$ cat src/rtl/fetch_pc_unit_pkg.sv
// Shared definitions for the instruction-fetch stage: next-PC select codes,
// halt encodings and the fetch-state enumeration.
package fetch_pc_unit_pkg;

    localparam logic [1:0] PC_SEQ = 2'b00;
    localparam logic [1:0] PC_BR  = 2'b01;
    localparam logic [1:0] PC_J   = 2'b10;
    localparam logic [1:0] PC_REG = 2'b11;

    localparam logic [5:0]  DEFAULT_HALT_OPCODE = 6'b111111;
    localparam logic [31:0] HALT_WORD           = 32'hFC00_0000;

    typedef enum logic [1:0] {
        RUN   = 2'b00,
        HALT  = 2'b01,
        FAULT = 2'b10
    } fetch_state_e;

endpackage

$ cat src/rtl/fetch_pc_unit_next_pc_calc.sv
// Combinational next-PC selection: sequential, PC-relative branch,
// pseudo-direct jump or register target. All arithmetic wraps at 32 bits.
module next_pc_calc
    import fetch_pc_unit_pkg::*;
(
    input  logic [31:0] pc,
    input  logic [1:0]  pc_src,
    input  logic        branch_taken,
    input  logic [15:0] imm16,
    input  logic [25:0] jtarget,
    input  logic [31:0] reg_target,
    output logic [31:0] npc,
    output logic [31:0] pc_plus4
);

    logic [31:0] br_offset_s;
    logic [31:0] br_target_s;
    logic [31:0] j_target_s;

    // Candidate targets; the branch offset is in words, hence the shift by two.
    always_comb begin
        pc_plus4    = pc + 32'd4;
        br_offset_s = {{14{imm16[15]}}, imm16, 2'b00};
        br_target_s = pc_plus4 + br_offset_s;
        j_target_s  = {pc_plus4[31:28], jtarget, 2'b00};
    end

    // Select the candidate named by pc_src.
    always_comb begin
        npc = pc_plus4;
        case (pc_src)
            PC_SEQ: npc = pc_plus4;
            PC_BR: begin
                if (branch_taken) begin
                    npc = br_target_s;
                end else begin
                    npc = pc_plus4;
                end
            end
            PC_J:   npc = j_target_s;
            PC_REG: npc = reg_target;
            default: npc = pc_plus4;
        endcase
    end

endmodule

$ cat src/rtl/fetch_pc_unit.sv
// Instruction-fetch stage: PC register, halt/fault state machine, fetch-range
// check and retired-instruction counter in front of the instruction memory.
module fetch_pc_unit
    import fetch_pc_unit_pkg::*;
#(
    parameter logic [31:0] RESET_PC    = 32'h0000_0000,
    parameter int unsigned IMEM_LIMIT  = 64,
    parameter logic [5:0]  HALT_OPCODE = fetch_pc_unit_pkg::DEFAULT_HALT_OPCODE
) (
    input  logic        CLK,
    input  logic        Reset,
    input  logic        Stall,
    input  logic [1:0]  PCSrc,
    input  logic        BranchTaken,
    input  logic [15:0] Imm16,
    input  logic [25:0] JTarget,
    input  logic [31:0] RegTarget,
    input  logic [31:0] InsIn,
    output logic [31:0] IAddr,
    output logic [31:0] Instr,
    output logic [31:0] PCPlus4,
    output logic        Halted,
    output logic        Fault,
    output logic [31:0] InsCount
);

    // Highest word-aligned address whose four bytes all lie inside memory.
    localparam logic [31:0] LAST_FETCH = 32'(IMEM_LIMIT - 32'd4);

    fetch_state_e state_r;
    fetch_state_e state_next_s;
    logic [31:0]  pc_r;
    logic [31:0]  pc_next_s;
    logic [31:0]  ins_count_r;
    logic [31:0]  ins_count_next_s;
    logic [31:0]  npc_s;
    logic [31:0]  pc_plus4_s;
    logic         is_halt_s;
    logic         npc_bad_s;

    next_pc_calc u_next_pc_calc (
        .pc           (pc_r),
        .pc_src       (PCSrc),
        .branch_taken (BranchTaken),
        .imm16        (Imm16),
        .jtarget      (JTarget),
        .reg_target   (RegTarget),
        .npc          (npc_s),
        .pc_plus4     (pc_plus4_s)
    );

    // Decode the halt opcode and range/alignment-check the candidate PC.
    always_comb begin
        is_halt_s = (InsIn[31:26] == HALT_OPCODE);
        npc_bad_s = (npc_s[1:0] != 2'b00) || (npc_s > LAST_FETCH);
    end

    // Next state, PC and counter; the faulting instruction still retires.
    always_comb begin
        state_next_s     = state_r;
        pc_next_s        = pc_r;
        ins_count_next_s = ins_count_r;
        case (state_r)
            RUN: begin
                if (Stall) begin
                    state_next_s = RUN;
                end else if (is_halt_s) begin
                    state_next_s     = HALT;
                    ins_count_next_s = ins_count_r + 32'd1;
                end else if (npc_bad_s) begin
                    state_next_s     = FAULT;
                    ins_count_next_s = ins_count_r + 32'd1;
                end else begin
                    pc_next_s        = npc_s;
                    ins_count_next_s = ins_count_r + 32'd1;
                end
            end
            HALT:    state_next_s = HALT;
            FAULT:   state_next_s = FAULT;
            default: state_next_s = FAULT;
        endcase
    end

    // State, PC and counter registers with synchronous reset.
    always_ff @(posedge CLK) begin
        if (Reset) begin
            state_r     <= RUN;
            pc_r        <= RESET_PC;
            ins_count_r <= 32'd0;
        end else begin
            state_r     <= state_next_s;
            pc_r        <= pc_next_s;
            ins_count_r <= ins_count_next_s;
        end
    end

    // Outside RUN, decode sees the halt word so no later stage writes anything.
    always_comb begin
        if (state_r == RUN) begin
            Instr = InsIn;
        end else begin
            Instr = HALT_WORD;
        end
    end

    // Register-sourced status and address outputs.
    always_comb begin
        IAddr    = pc_r;
        PCPlus4  = pc_plus4_s;
        InsCount = ins_count_r;
        Halted   = (state_r == HALT);
        Fault    = (state_r == FAULT);
    end

endmodule

$ cat config.mk
export PLATFORM = sky130hd
export DESIGN_NAME = fetch_pc_unit
export DESIGN_NICKNAME = d
export VERILOG_FILES = /design/src/rtl/fetch_pc_unit_pkg.sv /design/src/rtl/fetch_pc_unit_next_pc_calc.sv /design/src/rtl/fetch_pc_unit.sv
export SDC_FILE = /design/constraint.sdc
export NUM_CORES = 1
export LEC_CHECK = 0
export BUFFER_PORTS_ARGS = -buffer_cell sky130_fd_sc_hd__buf_4
export CORE_ASPECT_RATIO = 0.7
export CORE_MARGIN = 8
export CORE_UTILIZATION = 40
export DETAILED_ROUTE_END_ITERATION = 6
export GPL_TIMING_DRIVEN = 1
export HOLD_SLACK_MARGIN = 0.06
export PLACE_DENSITY = 0.64
export SLEW_MARGIN = 20
export SYNTH_ARGS = -nofsm -noshare
export SYNTH_HDL_FRONTEND = slang
export SYNTH_SLANG_ARGS = --single-unit
$ cat constraint.sdc
create_clock -name CLK -period 9.2 [get_ports CLK]
set_input_delay 0.46 -clock CLK [delete_from_list [all_inputs] [get_ports CLK]]
set_output_delay 0.46 -clock CLK [all_outputs]
set_load 0.05 [all_outputs]
==> out/metrics.yaml <==
finish:
  final_cells: 1286
  syn_to_final_growth_pct: 33.2
  diodes: 0
  nNetsFinal: 1223
  final_layout_size_suffix_gt1_share_pct: 28.7
synth:
  synth_cells: 864
  synth-async-reset-ratio_pct: 0
  ys_ff_latch: 66
  synth_fa_ha_area_share_pct: 6.84
  muxShareOfSynthArea_pct: 3.36
  yosys_warnings: 0
  synth_compound_area_share_pct: 23.2
  synth_xor_area_share_pct: 8.21
  synth_edf_count: 0
  syn_area_per_cell_um2: 7.54
  ys_types: 85
  synth_largest_area_cell: "dfxtp_1"
  synthTopCellsByArea: "dfxtp_1 20%, ha_1 6.5%, a21oi_1 5.5%"
  syn_area_um2: 6510
  netlist.area_leader.share_pct: 20.3
  syn_nets: 1011
  ys_seq_area_share_pct: 20.3
  synth_top_family_by_area: "simple AND/OR/NAND/NOR gates"
  yosys.area_share.simple_pct: 33.0
  ys.flop_type: "dfxtp_1"
detailed_routing:
  wl_um: 27500
  first_pass_iters: 6
  vias: 7552
  drcViolationCount: 0
  wl_per_cell_um: 21.4
  ant_nets: 0
  via_per_inst: 5.87
  dr.first_iter.drc_count: 832
timing:
  final.setup.tns_ns: 0
  relSlewSlack_pct: 41.0
  fin_ws_ns: 3.54
  setup_viol: 0
  worst_slew_pin_slew_ns: 0.885
  fin_skew_ns: 0.00900
  fin_crit_sh_pct: 61.5
  rsz0062_at_grt: "false"
  fin_crit_ns: 5.66
  maxSlewViolCount: 0
  hold_viol: 0
  clock.fmax_mhz: 177
min_path:
  min_path_type: "input pin to flip-flop"
  whs_endpoint: "state_r[0]$_SDFFE_PP0P_"
  hp-start: "Stall"
  hold_depth: 4
cts:
  cts.sinks: 66
  hold_buffers: 0
  cts_root_buffer: "clkbuf_16"
  numCtsBuffers: 9
  clock_path_buffers: 2
  clk_pin_slew_ns: 0.05
  clkLatencyLatePin_ns: 0.34
  htreeDepth: 3
  cts-resized-gates: 0
  post_cts_buffers: 0
  cts_tree: "done"
floorplanning:
  coreArea_um2: 16100
  initial_core_util_pct: 40.4
  io_pins: 242
  rows: 39
  die_w_um: 168
  die_area_um2: 20700
  fp.dieH_um: 123
global_route:
  grt_pass1_vias: 7016
  antenna_found_initial: 0
  overflow: 0
  grt_usage_pct: 25.5
  grt_max_degree: 41
  grt_pass1_wl_um: 41500
power:
  p_leak_nw: 3.87
  switching_share_pct: 32.9
  clkPwrFrac_pct: 39.4
  combPwrFrac_pct: 27.7
  ir_drop_v: 0.0000901
  p_total_mw: 0.881
  p_int_mw: 0.591
  seqPwrFrac_pct: 33.0
  p_per_area_nw_per_um2: 102
  p_sw_mw: 0.290
critical_path:
  critical_path_required_ns: 9.43
  startpoint_type: "flip-flop"
  timing.rr.start: "IAddr[2]$_SDFFE_PP0P_"
  cp.arrival_ns: 5.89
  critPathMaxFanout: 28
  r2r-end: "IAddr[18]$_SDFFE_PP0P_"
  criticalPathCategory: "flip-flop to flip-flop"
  rrSetupSlack_ns: 3.54
  critPathCaptureType: "flip-flop"
  r2r_cells: 15
run_status:
  outcome: "finished, final reports clean"
placement:
  dpl.cell_count: 1270
  hpwl_um: 21900
  dp_slack_ns: 3.63
  gp_congestion: 1.01
  portBuffers: 241
run:
  cap_violations: 0
flip-flops by register name, indices dropped and copies added, names as in the netlist:
| register | count |
|---|---|
| IAddr | 32 |
| InsCount | 32 |
| state_r | 2 |
layer usage:
layer	GRT usage [%]	vias to the layer above	share of wire (%)
li1	-	3618	-
met1	37.5	3509	47
met2	35.3	395	41
met3	8.07	30	11
met4	5.17	0	1.3
met5	0	-	0
cells in the final DEF (no fill, tap or decap), types with 25 or more instances in the layout:
master	synthesis	routed
nand3_1	36	36
dfxtp_1	66	66
xnor2_1	25	25
nor2_1	79	78
a21oi_1	72	72
nand2_1	90	90
and2_1	41	41
buf_4	13	247
o21ai_0	51	51
ha_1	34	34
xor2_1	36	36
critical path, cell delays in order, from the launching register on:
cell and delay, ns:
dfxtp_1 0.46, ha_1 0.32, nand4_4 0.16, or4_1 0.73, xnor2_1 0.42, ha_1 0.42
nand2_1 0.23, nor2_1 0.11, a221oi_1 0.55, and3_1 0.24, o221ai_1 0.17, a2111oi_4 0.40
nand4_2 0.16, nor4_4 0.38, a41oi_4 0.44, and2_4 0.34
synthesized netlist by cell type (all sizes together) (3+ instances only):
| cell type | n |
|---|---|
| inv | 18 |
| o2111ai | 6 |
| o211a | 4 |
| or4 | 6 |
| dfxtp | 66 |
| clkbuf | 27 |
| a21o | 6 |
| o32ai | 3 |
| o31ai | 6 |
| nor2 | 79 |
| nand4b | 3 |
| or2 | 3 |
| ha | 34 |
| nand2b | 4 |
| and3 | 15 |
| a41oi | 4 |
| buf | 19 |
| nor4 | 14 |
| nor3 | 22 |
| o211ai | 7 |
| nand4 | 27 |
| a211o | 3 |
| mux2i | 14 |
| a31oi | 4 |
| and4 | 6 |
| a21oi | 72 |
| xor2 | 36 |
| o21ai | 53 |
| xnor2 | 25 |
| nand3 | 36 |
| nand2 | 91 |
| nor2b | 5 |
| a211oi | 9 |
| or3 | 16 |
| o21a | 5 |
| a32oi | 3 |
| and2 | 62 |
| a221o | 7 |
| mux4 | 3 |
| a2111oi | 3 |
| a221oi | 6 |
power by group through the flow:
stage          Clock (mW)  Combinational (mW)  Sequential, mW
2_1_floorplan           0               0.148           0.299
3_3_place_gp            0               0.241           0.296
3_5_place_dp            0               0.241           0.296
4_1_cts             0.354               0.242           0.290
5_1_grt             0.363               0.259           0.291
6_report            0.346               0.244           0.290
metrics by stage:
stage	util (%)	hold WS, ns	cell area [um2]
finish	53.9	0.425	8670
global route	53.9	0.463	8670
CTS	53.9	0.408	8670
detailed placement	52.0	0.488	8370
global placement	52.0	0.483	8370
floorplan	-	0.613	6510
worst max-delay path by stage:
stage	cells past startpoint	slack, ns	endpoint	startpoint
6_report	15	3.54	IAddr[18]$_SDFFE_PP0P_	IAddr[2]$_SDFFE_PP0P_
5_1_grt	15	3.07	IAddr[18]$_SDFFE_PP0P_	IAddr[2]$_SDFFE_PP0P_
4_1_cts	15	3.60	IAddr[18]$_SDFFE_PP0P_	IAddr[2]$_SDFFE_PP0P_
3_5_place_dp	15	3.63	IAddr[7]$_SDFFE_PP0P_	IAddr[2]$_SDFFE_PP0P_
3_3_place_gp	15	3.74	IAddr[13]$_SDFFE_PP0P_	IAddr[2]$_SDFFE_PP0P_
2_1_floorplan	18	3.29	IAddr[18]$_SDFFE_PP0P_	IAddr[2]$_SDFFE_PP0P_
final cells by class:
cell class / count / area (um2)
fillers: 1582 / 7430
flip-flops and latches: 66 / 1320
well taps: 205 / 256
multi-input cells: 732 / 4860
inverters: 20 / 77.6
clock buffers: 9 / 225
repair buffers: 247 / 1850
clock inverters: 7 / 76.3
cell families after synthesis:
family / Yosys count
DFF: 66
adders and majority gates: 35
buffers and inverters: 66
xor gates and xnor gates: 61
AOI/OAI and AO/OA: 223
and+or+nand+nor: 395
muxes: 18
(Power assumes the default switching activity.)
